$ cat src/rtl/fpu_requester.sv
// Client-side sequencer for the fpu block: queues tagged commands, pulses the
// FPU reset, runs the operand/result handshake and returns result or timeout.
module fpu_requester #(
  parameter int WIDTH     = 32,
  parameter int OP_WIDTH  = 4,
  parameter int TAG_WIDTH = 4,
  parameter int TIMEOUT   = 64
) (
  input  logic                 clock,
  input  logic                 reset,
  input  logic                 cmd_valid,
  output logic                 cmd_ready,
  input  logic [OP_WIDTH-1:0]  cmd_op,
  input  logic [WIDTH-1:0]     cmd_a,
  input  logic [WIDTH-1:0]     cmd_b,
  input  logic [TAG_WIDTH-1:0] cmd_tag,
  output logic                 res_valid,
  input  logic                 res_ready,
  output logic [WIDTH-1:0]     res_data,
  output logic [TAG_WIDTH-1:0] res_tag,
  output logic                 res_timeout,
  output logic                 fpu_reset,
  output logic [OP_WIDTH-1:0]  operation,
  output logic [WIDTH-1:0]     data_a,
  output logic [WIDTH-1:0]     data_b,
  output logic                 input_rdy,
  input  logic                 input_ack,
  input  logic                 output_rdy,
  output logic                 output_ack,
  input  logic [WIDTH-1:0]     result
);

  localparam int CNT_W = $clog2(TIMEOUT);
  localparam logic [CNT_W-1:0] CNT_LAST = CNT_W'(TIMEOUT - 1);

  typedef struct packed {
    logic [OP_WIDTH-1:0]  op;
    logic [WIDTH-1:0]     a;
    logic [WIDTH-1:0]     b;
    logic [TAG_WIDTH-1:0] tag;
  } cmd_t;

  typedef enum logic [2:0] {
    S_IDLE, S_CLEAR, S_REQUEST, S_WAIT, S_ACK, S_ABORT, S_DONE
  } state_t;

  state_t           state_q, state_d;
  cmd_t             fifo_q [2];
  cmd_t             cmd_q, cmd_d;
  logic             wr_ptr_q, rd_ptr_q;
  logic [1:0]       count_q, count_d;
  logic [CNT_W-1:0] cnt_q, cnt_d;
  logic [WIDTH-1:0] res_q, res_d;
  logic             to_q, to_d;
  logic             push, pop, tmo;

  // Full is judged on the registered count only; a same-cycle pop does not help.
  assign cmd_ready = ~count_q[1];
  assign push      = cmd_valid & cmd_ready;
  assign count_d   = count_q + 2'(push) - 2'(pop);
  assign cmd_d     = pop ? fifo_q[rd_ptr_q] : cmd_q;
  assign tmo       = (cnt_q == CNT_LAST);

  always_ff @(posedge clock) begin
    if (push) fifo_q[wr_ptr_q] <= '{op: cmd_op, a: cmd_a, b: cmd_b, tag: cmd_tag};
  end

  always_ff @(posedge clock) begin
    if (reset) begin
      state_q  <= S_IDLE;
      wr_ptr_q <= 1'b0;
      rd_ptr_q <= 1'b0;
      count_q  <= '0;
      cmd_q    <= '0;
      cnt_q    <= '0;
      res_q    <= '0;
      to_q     <= 1'b0;
    end else begin
      state_q  <= state_d;
      wr_ptr_q <= wr_ptr_q ^ push;
      rd_ptr_q <= rd_ptr_q ^ pop;
      count_q  <= count_d;
      cmd_q    <= cmd_d;
      cnt_q    <= cnt_d;
      res_q    <= res_d;
      to_q     <= to_d;
    end
  end

  always_comb begin
    state_d    = state_q;
    pop        = 1'b0;
    cnt_d      = cnt_q;
    res_d      = res_q;
    to_d       = to_q;
    fpu_reset  = 1'b0;
    input_rdy  = 1'b0;
    output_ack = 1'b0;
    res_valid  = 1'b0;
    unique case (state_q)
      S_IDLE: begin
        if (count_q != 2'd0) begin
          pop     = 1'b1;
          state_d = S_CLEAR;
        end
      end
      S_CLEAR: begin
        fpu_reset = 1'b1;
        cnt_d     = '0;
        state_d   = S_REQUEST;
      end
      S_REQUEST: begin
        input_rdy = 1'b1;
        cnt_d     = cnt_q + 1'b1;
        if (input_ack && output_rdy) begin
          res_d   = result;
          state_d = S_ACK;
        end else if (input_ack) state_d = S_WAIT;
        else if (tmo)           state_d = S_ABORT;
      end
      S_WAIT: begin
        cnt_d = cnt_q + 1'b1;
        if (output_rdy) begin
          res_d   = result;
          state_d = S_ACK;
        end else if (tmo) state_d = S_ABORT;
      end
      S_ACK: begin
        output_ack = 1'b1;
        cnt_d      = cnt_q + 1'b1;
        if (!output_rdy) begin
          to_d    = 1'b0;
          state_d = S_DONE;
        end else if (tmo) state_d = S_ABORT;
      end
      S_ABORT: begin
        // Second reset pulse flushes the stalled FPU; all-ones reads as NaN.
        fpu_reset = 1'b1;
        res_d     = '1;
        to_d      = 1'b1;
        state_d   = S_DONE;
      end
      S_DONE: begin
        res_valid = 1'b1;
        if (res_ready) state_d = S_IDLE;
      end
      default: state_d = S_IDLE;
    endcase
  end

  assign operation   = cmd_q.op;
  assign data_a      = cmd_q.a;
  assign data_b      = cmd_q.b;
  assign res_tag     = cmd_q.tag;
  assign res_data    = res_q;
  assign res_timeout = to_q;

endmodule

$ cat config.mk
export PLATFORM = sky130hd
export DESIGN_NAME = fpu_requester
export DESIGN_NICKNAME = d
export VERILOG_FILES = /design/src/rtl/fpu_requester.sv
export SDC_FILE = /design/constraint.sdc
export NUM_CORES = 1
export LEC_CHECK = 0
export ABC_AREA = 1
export CORE_UTILIZATION = 54
export DETAILED_ROUTE_END_ITERATION = 8
export PLACE_DENSITY = 0.85
export SKIP_LAST_GASP = 1
export SLEW_MARGIN = 10
export SYNTH_ARGS = -nofsm -noshare
export SYNTH_HDL_FRONTEND = slang
export SYNTH_SLANG_ARGS = --single-unit
$ cat constraint.sdc
create_clock -name clock -period 5.33 [get_ports clock]
set_input_delay 1.066 -clock clock [delete_from_list [all_inputs] [get_ports clock]]
set_output_delay 1.066 -clock clock [all_outputs]
set_load 0.005 [all_outputs]
Word level (Yosys, flattened, before mapping)
Memories as Yosys holds them, arrays and structs flattened. A register that Yosys moved wholly into a read port is not among the register bits.
Index checks and enable logic that the tools add are counted.
{"block": "totals", "elab_cells": 60, "input_bits": 110, "regBits": 46, "out_inout_bits": 110, "ram_bits": 144, "memories": 1}
{"block": "classes", "muxes": 22, "n_addsub": 3, "eq_ne": 12, "n_reduce_logical": 11, "bitwise": 4}
{"name": "fifo_q", "depth": 2, "word_bits": 72, "rd": 1, "rd_clocked_by_memory_dff": 1, "wr": 1, "line": "48", "source": "cmd_t fifo_q [2];"}
{"operator": "$pmux W32 S3", "count": 1}
{"operator": "$mux W32", "count": 2}
{"operator": "$mux W3", "count": 7}
{"operator": "$pmux W3 S7", "count": 1}
{"operator": "$pmux W6 S2", "count": 1}
{"operator": "$ne A2 B2 Y1 const B", "count": 5}
{"operator": "$eq A3 B3 Y1 const B", "count": 3}
{"operator": "$mux W1", "count": 9}
{"operator": "$add A6 B1 Y6 const B", "count": 1}
{"operator": "$eq A3 B2 Y1 const B", "count": 2}
{"operator": "$eq A6 B6 Y1 const B", "count": 1}
{"operator": "$reduce_bool A2 Y1", "count": 3}
{"operator": "$reduce_and A2 Y1", "count": 2}
{"operator": "$eq A3 B1 Y1 const B", "count": 1}
{"operator": "$logic_not A3 Y1", "count": 1}
{"operator": "$reduce_and A3 Y1", "count": 1}
{"operator": "$reduce_bool A3 Y1", "count": 1}
{"operator": "$reduce_or A3 Y1", "count": 1}
{"operator": "$add A2 B1 Y2", "count": 1}
{"operator": "$pmux W1 S2", "count": 1}
{"operator": "$reduce_or A2 Y1", "count": 1}
{"operator": "$sub A2 B1 Y2", "count": 1}
{"operator": "$xor A1 B1 Y1", "count": 2}
{"operator": "$and A1 B1 Y1", "count": 1}
{"operator": "other kinds (2)", "count": 2}

Logic depth before layout (Yosys ltp)
{"block": "depth", "word_depth": 5, "mapped_depth": 14, "depth_no_buf": 13}

Least setup slack after synthesis
OpenSTA, ideal clock, no wires.
{"block": "synth_path", "path_type": "input to register", "startpoint": "input port cmd_valid", "endpoint": "memory fifo_q[1][0] in the netlist's numbering, enable pin", "setup_ns": 0.438, "n_path_buf": 0, "stages": 3, "arrival_time_ns": 2.927, "t_required_ns": 4.892, "path_slack_ns": 1.965, "path_cell_list": "nand2_1 inv_1 ha_1"}
{"block": "synth_between", "elab_chain_len": 3}
{"item": "from (decl)", "line": "11", "source": "input logic cmd_valid,"}
{"item": "$and A1 B1 Y1", "line": "59", "source": "assign push = cmd_valid & cmd_ready;"}
{"item": "$mux W1", "line": "65", "source": "if (push) fifo_q[wr_ptr_q] <= '{op: cmd_op, a: cmd_a, b: cmd_b, tag: cmd_tag};"}
{"item": "$mux W1 (not written as such)", "line": "65"}
{"item": "to (decl)", "line": "48"}
No other way between the ends.

Final worst setup path
{"block": "layout_path", "startpoint": "register state_q[0]", "endpoint": "output port output_ack"}
{"block": "layout_between", "elab_chain_len": 2}
{"item": "from (decl)", "line": "47", "source": "state_t state_q, state_d;"}
{"item": "from (signal assigned)", "line": "79", "source": "state_q <= state_d;"}
{"item": "$eq A3 B3 Y1", "line": "100", "source": "unique case (state_q)"}
{"item": "$mux W1", "line": "100"}
{"item": "to (decl)", "line": "29", "source": "output logic output_ack,"}
No other way between the ends.

==> run_results.csv <==
group,metric,value,unit
clock_tree,cts_resized,0,
critical_path,cp_max_fo,4,
clock_tree,cts_sinks,262,
power,comb_power_share,28.4,%
synthesis,synth_nets,1070,
synthesis,syn_inst,955,
routing,postRouteAntennaNets,0,
critical_path,slowest_delay,560,ps
timing,holdWs,465,ps
clock_tree,cts_buffer_depth,3,
power,cellPowerDensity,512,nW/um^2
cells_and_area,nets,1268,
critical_path,setup.worst_path.start_class,"register",
synthesis,synthDistinctLibCells,27,
synthesis,yosysWarningCount,0,
routing,vias,7378,
clock_tree,clock_tree.root_cell,"clkbuf_16",
timing,worst_pin_slew,1090,ps
global_route,grt_usage,24.6,%
global_route,grt_pass1_vias,7322,
timing,tns,0,ps
cells_and_area,nFillCells,1170,
floorplan,rows,48,
routing,wl_per_cell,16.5,um
routing,drt_iter0_markers,425,
job,maxCapViolCount,0,
timing,min_period_over_period,53.9,%
power,ir_worst_vdd,0.323,mV
power,internal_power,4560,uW
floorplan,die_x,136,um
clock_tree,numCtsBuffers,25,
timing,drv_slew,0,
clock_tree,cts_tree,"yes",
timing,slew_headroom,27.7,%
timing,rsz0062_at_grt,"no",
place,post-place-ws,2040,ps
synthesis,post-synth-top-area-cell,"edfxtp_1",
routing,wl,23100,um
global_route,grt_max_degree,79,
clock_tree,post_cts_buffers,0,
floorplan,die_area,18400,sq um
power,swShare,30.3,%
clock_tree,clk_latency,520,ps
synthesis,synth_top_area_share,44.8,%
global_route,top_usage_layer,"met2",
synthesis,ys_seq_area_share,69.3,%
status,status,"complete, no violations",
global_route,met3_usage,4.79,%
global_route,grt_overflow,0,
floorplan,core,17400,sq um
routing,vias_per_cell,5.28,
cells_and_area,num_antenna_cells,0,
global_route,grt.met1_usage,27.8,%
synthesis,ys_ff_latch,262,
hold_path,hp-class,"reg -> reg",
critical_path,critPathRequiredTime,4260,ps
timing,finalWorstSetupSlack,2460,ps
place,dp_hpwl,13800,um
global_route,grt_pass1_wl,35500,um
floorplan,die_h,136,um
clock_tree,cts_hold_buf,0,
timing,min_period,2870,ps
timing,hold_viol,0,
critical_path,worstSetupPathType,"reg -> out",
critical_path,critPathSlowestCell,"clkdlybuf4s50_1",
critical_path,crit_path_cell_trace,"inv_2 > nand2_1 > nor2_1 > clkdlybuf4s50_1",
cells_and_area,multi_input_area,2630,sq um
global_route,antenna_found_initial,0,
critical_path,critPathArrivalTime,1810,ps
synthesis,synth_area,9650,sq um
timing,finalSetupViolCount,0,
cells_and_area,area_growth_syn_to_layout,32.2,%
cells_and_area,post-route-cell-area,12800,sq um
floorplan,io_pins,220,
power,clock_power_share,27.9,%
timing,fmax,348,MHz
clock_tree,cts_max_level,1,
place,placed_area,11900,sq um
critical_path,crit_path_end_kind,"output pin",
power,p_leak,0.00495,uW
power,p_seq_share,43.7,%
floorplan,start_util,55.6,%
power,p_switching,1980,uW
timing,fin_skew,9.57,ps
routing,drc,0,
cells_and_area,drive_above_1_share,5.63,%
synthesis,syn-mean-instance-area,10.1,sq um
global_route,use_met2,46.2,%
cells_and_area,ff_latch_area,6690,sq um
place,routabilityCongestion,0.826,
routing,dr.pass1.iters,6,
clock_tree,clkTransAtPathRegs,60,ps
synthesis,ys_top_cells_by_area,"edfxtp_1, dfxtp_1, nand2_1",
place,port_buffers,219,
-- Yosys cell counts --
cell        n
or2_2       1
nand2_2     3
nand4_1     1
ha_1        5
edfxtp_1  144
a21boi_0    1
o21ai_0    31
nor2_1     40
xor2_1      1
nand3_2     1
a31o_2      1
buf_2      21
nor2_2      2
o21bai_1    1
o21ai_1    10
inv_1      15
nand3_1     7
and3_1      1
nand2_1   397
inv_2       8
buf_6       3
nor3_1     32
dfxtp_1   118
buf_1       1
a21oi_1    82
buf_4       7
clkbuf_1   21
-- layout by cell type, fill, tap and decap left out, drive strengths merged, types with 4 or more instances in the layout --
master / Yosys / final
a21oi: 82 / 82
bufinv: 0 / 4
nand3: 8 / 8
clkdlybuf4s50: 0 / 218
edfxtp: 144 / 144
buf: 32 / 6
clkbuf: 21 / 33
o21ai: 41 / 41
inv: 23 / 24
nor3: 32 / 32
nor2: 42 / 42
ha: 5 / 5
clkinv: 0 / 8
nand2: 400 / 400
dfxtp: 118 / 118
-- layer usage --
layer,up-vias,routed length [um]
met5,-,0
met2,283,11900
met4,0,553
met1,3514,8930
met3,39,1680
li1,3542,-
-- logic make-up after synthesis --
kind of cell	share of synthesized area, %
flip-flops	69.3
buffers and inverters	3.73
AO/OA/AOI/OAI	6.62
AND/OR/NAND/NOR	19.6
adder cells (fa/ha/maj)	0.648
XOR/XNOR	0.0907
-- final cells by class --
class,count,share of cell area (%)
sequential,262,52.4
multi-input combinational,617,20.6
timing repair buffer,224,17.4
clock buffer,33,5.37
tap,225,2.21
clock inverter,13,1.31
inverter,23,0.676
-- final timing paths --
check | start | end | slack [ps] | depth (start not counted)
hold reg to reg | data_a[10] | data_a[10] | 460 | 2
hold / removal | data_a[10] | data_a[10] | 460 | 2
setup / recovery | state_q[0] | output_ack | 2460 | 4
setup reg to reg | state_q[0] | res_data[11] | 2980 | 8
-- metrics by stage --
step,power (uW),util (%),instances
after global placement,4680,68.6,1351
final,6540,73.5,1397
after global routing,6880,73.5,1397
after CTS,6580,73.5,1397
after floorplan,3840,-,955
after detailed placement,4740,68.6,1351
-- registers in the layout, indices dropped and copies added (netlist names) --
register,cells
cnt_q,6
count_q,2
data_a,32
data_b,32
fifo_q,144
operation,4
rd_ptr_q,1
res_data,32
res_tag,4
res_timeout,1
state_q,3
wr_ptr_q,1
-- worst max-delay path, delay by kind of cell (launching register included) --
family / cells / cell delay [ps]
buffers and inverters: 2 / 640
DFF: 1 / 350
and+or+nand+nor: 2 / 300
-- power groups by stage --
stage	combinational, uW	clock [uW]	sequential [uW]
floorplan	976	0	2860
global placement	1810	0	2870
detailed placement	1860	0	2890
CTS	1880	1840	2860
global route	2050	1930	2890
finish	1860	1830	2860
No activity file was read; power rests on OpenSTA's default activity.
==> RTL change 1: new RTL, same settings <==
Re-encode `state_t` (7 states) as one-hot, 7 bits wide.
--- a/src/rtl/fpu_requester.sv
+++ b/src/rtl/fpu_requester.sv
@@ -42,4 +42,4 @@
 
-  typedef enum logic [2:0] {
-    S_IDLE, S_CLEAR, S_REQUEST, S_WAIT, S_ACK, S_ABORT, S_DONE
+  typedef enum logic [6:0] {
+    S_IDLE = 7'b0000001, S_CLEAR = 7'b0000010, S_REQUEST = 7'b0000100, S_WAIT = 7'b0001000, S_ACK = 7'b0010000, S_ABORT = 7'b0100000, S_DONE = 7'b1000000
   } state_t;
Check against the original RTL: no difference found for any inputs over 4 cycles, from zero or initial values and one cycle with reset high; so few cycles prove little.
==> RTL change 1 against the original RTL <==
Clock power up 7%; design area increased by 9.5%; sequential cell count increased by 4; area after synthesis grew 11%; total power grew 3.7%; sequential power decreased by 2%; setup slack got worse by 0.22 ns; wire length is 7.2% higher; sequential share of layout area is 4.0 points lower; critical path type unchanged; critical endpoint unchanged; largest cell class unchanged; largest power group unchanged; highest routed layer is now met5.
==> RTL change 1: results (changes against the original RTL) <==
Seq/Total Area, Yosys=0.629 (-0.0638); First DRT Iteration DRCs=500 (+18%); vias=8229 (+12%); Non-CTS buffers=228 (+1.8%); Pleak=5.44 nW (+9.8%); dpl cells=1564 (+16%); Non-clock buffers, area share=0.161 (-0.0128); vias per cell=5.10 (-3.5%); Slew HR=0.220 (-0.0566); Placer Congestion=0.887 (+7.4%); final wirelength=24800 um (+7.2%); sequential cell area=6770 sq um (+1.2%); share of layout cells above drive strength 1=0.149 (+0.0927); Layout fillers=1399 (+20%); status=complete, no violations; initial antenna violation count=1 (+1); Avg Cell Area, Syn=9.52 sq um (-5.8%); Inverters=89 (+290%); Inserted Clock Buffers=27 (+8.0%); multi-input gates=716 (+16%); die area=20500 sq um (+11%); pre-CTS setup slack=2.12 ns (+0.0782 ns); largest net degree at the start of global routing=75 (-5.1%); first-pass GRT wire length=38300 um (+8.1%); top cells by area, synth=edfxtp_1 (40%), dfxtp_1 (23%), nand2_1 (15%)
## RTL change 1: worst paths after layout
kind              slack [ns]         from     endpoint
setup / recovery        2.24   state_q[0]   output_ack
hold / removal          0.46  res_timeout  res_timeout
setup reg to reg        2.83   state_q[0]  res_data[3]
hold reg to reg         0.46  res_timeout  res_timeout
## RTL change 1: power groups by stage
stage / sequential (mW) / combinational (mW) / clock [mW]
6_report: 2.79 / 2.03 / 1.96
5_1_grt: 2.83 / 2.23 / 2.07
4_1_cts: 2.79 / 2.05 / 1.99
3_5_place_dp: 2.83 / 2.02 / 0
3_3_place_gp: 2.81 / 1.98 / 0
2_1_floorplan: 2.81 / 1.26 / 0
## RTL change 1: routing by layer
layer | share of wire | global-route usage | wire, um | up-vias
met2 | 0.49 | 0.415 | 12300 | 304
li1 | - | - | - | 4006
met1 | 0.40 | 0.297 | 10000 | 3875
met4 | 0.018 | 0.0753 | 436 | 2
met3 | 0.083 | 0.0516 | 2050 | 42
met5 | 0.00052 | 0 | 13 | -
## RTL change 1: cell families (layout without fill, tap and decap cells)
kind of cell | Yosys count | in the layout | synth area share
XOR/XNOR | 1 | 1 | 0.000814
adder cells (fa/ha/maj) | 5 | 5 | 0.00581
buffers and inverters | 148 | 367 | 0.0627
AND/OR/NAND/NOR | 620 | 620 | 0.242
AO/OA/AOI/OAI | 90 | 90 | 0.0601
flip-flops | 266 | 266 | 0.629
## RTL change 1: worst max-delay path: stages (launching register included)
cell	delay, ns
dfxtp_1	0.32
nor2_1	0.20
nand2_1	0.15
inv_2	0.11
nand2_1	0.10
inv_1	0.10
clkdlybuf4s50_1	0.52
==> RTL change 2: new RTL, config.mk and constraints unchanged <==
Made on the original files. Change the parameter `TIMEOUT` from 64 to 256.
--- a/src/rtl/fpu_requester.sv
+++ b/src/rtl/fpu_requester.sv
@@ -6,3 +6,3 @@
   parameter int TAG_WIDTH = 4,
-  parameter int TIMEOUT   = 64
+  parameter int TIMEOUT   = 256
 ) (
Formal check against the unedited RTL: no difference found for any inputs over 4 cycles, from zero or initial values and one cycle with reset high; that may be too few to reach the edited logic, so the function may still have changed.
==> RTL change 2 against the original RTL <==
Final cell count increased by 2.0%; non-clock buffer count increased by 1; sequential cell count increased by 2; setup slack got worse by 0.12 ns; via count decreased by 0.31%; sequential power about the same; wire length decreased by 3.5%; total power increased by 1.7%; area after synthesis increased by 2.5%; critical path type unchanged; global-route usage decreased by 1.5 points; design area increased by 1.3%; clock power decreased by 9%; largest power group unchanged; critical endpoint is now res_valid.
==> RTL change 2: results (changes against the original RTL) <==
status=complete, no violations; Worst Setup EP=res_valid; Syn Nets=1091 (+2.0%); Area after DPL=12200 sq um (+2.0%); antenna cells=0 (unchanged); nets@finish=1291 (+1.8%); RR Endpoint=data_b[2]; largest net degree at the start of global routing=80 (+1.3%); grt met1 use=0.291 (+0.0130); Distinct cells, synth=29 (+7.4%); Avg Cell Area, Syn=10.1 sq um (+0.33%); Seq/Total Area, Yosys=0.680 (-0.0131); M1 wire length=9150 um (+2.4%); met2 wire length=11000 um (-8.1%); number of global-route vias before repair=6886 (-6.0%); CP max FO=8 (+4); Compound-Gate Fraction of Synth Area=0.0688 (+0.00253); grt met2 use=0.400 (-0.0614); first-pass GRT wire length=34100 um (-3.9%); Min-Delay Endpoint=data_b[21]; XOR/XNOR Fraction of Synth Area=0.000885 (-0.0000225); Inserted Clock Buffers=27 (+8.0%); WP data arrival=1.93 ns (+0.12 ns); Worst Hold Class=reg2reg; # H-tree levels=1 (unchanged); hold slack final=0.463 ns (-0.00173 ns); Synth Area in Adders=0.00632 (-0.000161); Worst Setup SP=state_q[2]; Detailed Routing Iterations Pass 1=5 (-1); Layout fillers=1251 (+6.9%); GRT Total Usage=0.232 (-0.0145); maximum VDD drop=0.572 mV (+77%); hpwl dp=13700 um (-0.87%); r2r setup slk=2.86 ns (-0.12 ns); top cells by area, synth=edfxtp_1 (44%), dfxtp_1 (24%), nand2_1 (15%); final wirelength=22300 um (-3.5%); pre-CTS setup slack=2.22 ns (+0.180 ns); Setup Skew=0.00976 ns (+0.000190 ns); initial antenna violation count=1 (+1); vias=7355 (-0.31%); Pleak=4.95 nW (-0.15%); fin crit share=0.561 (+0.0227); switch share=0.326 (+0.0226); sequential cell area=6730 sq um (+0.60%); Slew @ Worst Pin=1.12 ns (+0.0299 ns); Synth top cells by count=nand2_1 (402), edfxtp_1 (144), dfxtp_1 (120); met3 usage=0.0504 (+0.00252); share of layout cells above drive strength 1=0.0652 (+0.00890); post-synthesis mux area share=0 (unchanged); Met3 Wirelength=1660 um (-0.72%); highest routed layer=met5; DR WL/cell=15.7 um (-5.4%); dpl cells=1376 (+1.9%); r2r worst-path depth=9 (+1); post-CTS resize count=0 (unchanged); hold path start=data_b[21]; Placer Congestion=0.865 (+4.7%)
-- RTL change 2: cells by family after synthesis --
family	Yosys count
compound gates	128
xor+xnor	1
fa+ha+maj	5
buf+inv	81
flops	264
simple gates	497
-- RTL change 2: layout make-up --
class	instances	area share
well taps	229	0.0222
clock buffers	40	0.0560
multi-input cells	631	0.217
flip-flops and latches	264	0.520
inverters	27	0.00803
clock inverters	9	0.00397
repair buffers	225	0.173
-- RTL change 2: power by group through the flow --
stage               clock (mW)  sequential (mW)  combinational, mW
floorplan                    0             2.88               1.22
global placement             0             2.88               2.08
detailed placement           0             2.89               2.14
CTS                       1.70             2.86               2.15
global route              1.78             2.90               2.36
finish                    1.67             2.86               2.12
-- RTL change 2: critical path, stage by stage (launching register included) --
cell and delay, ns:
dfxtp_1 0.52, nand2_1 0.14, nor2_1 0.20, clkdlybuf4s50_1 0.54
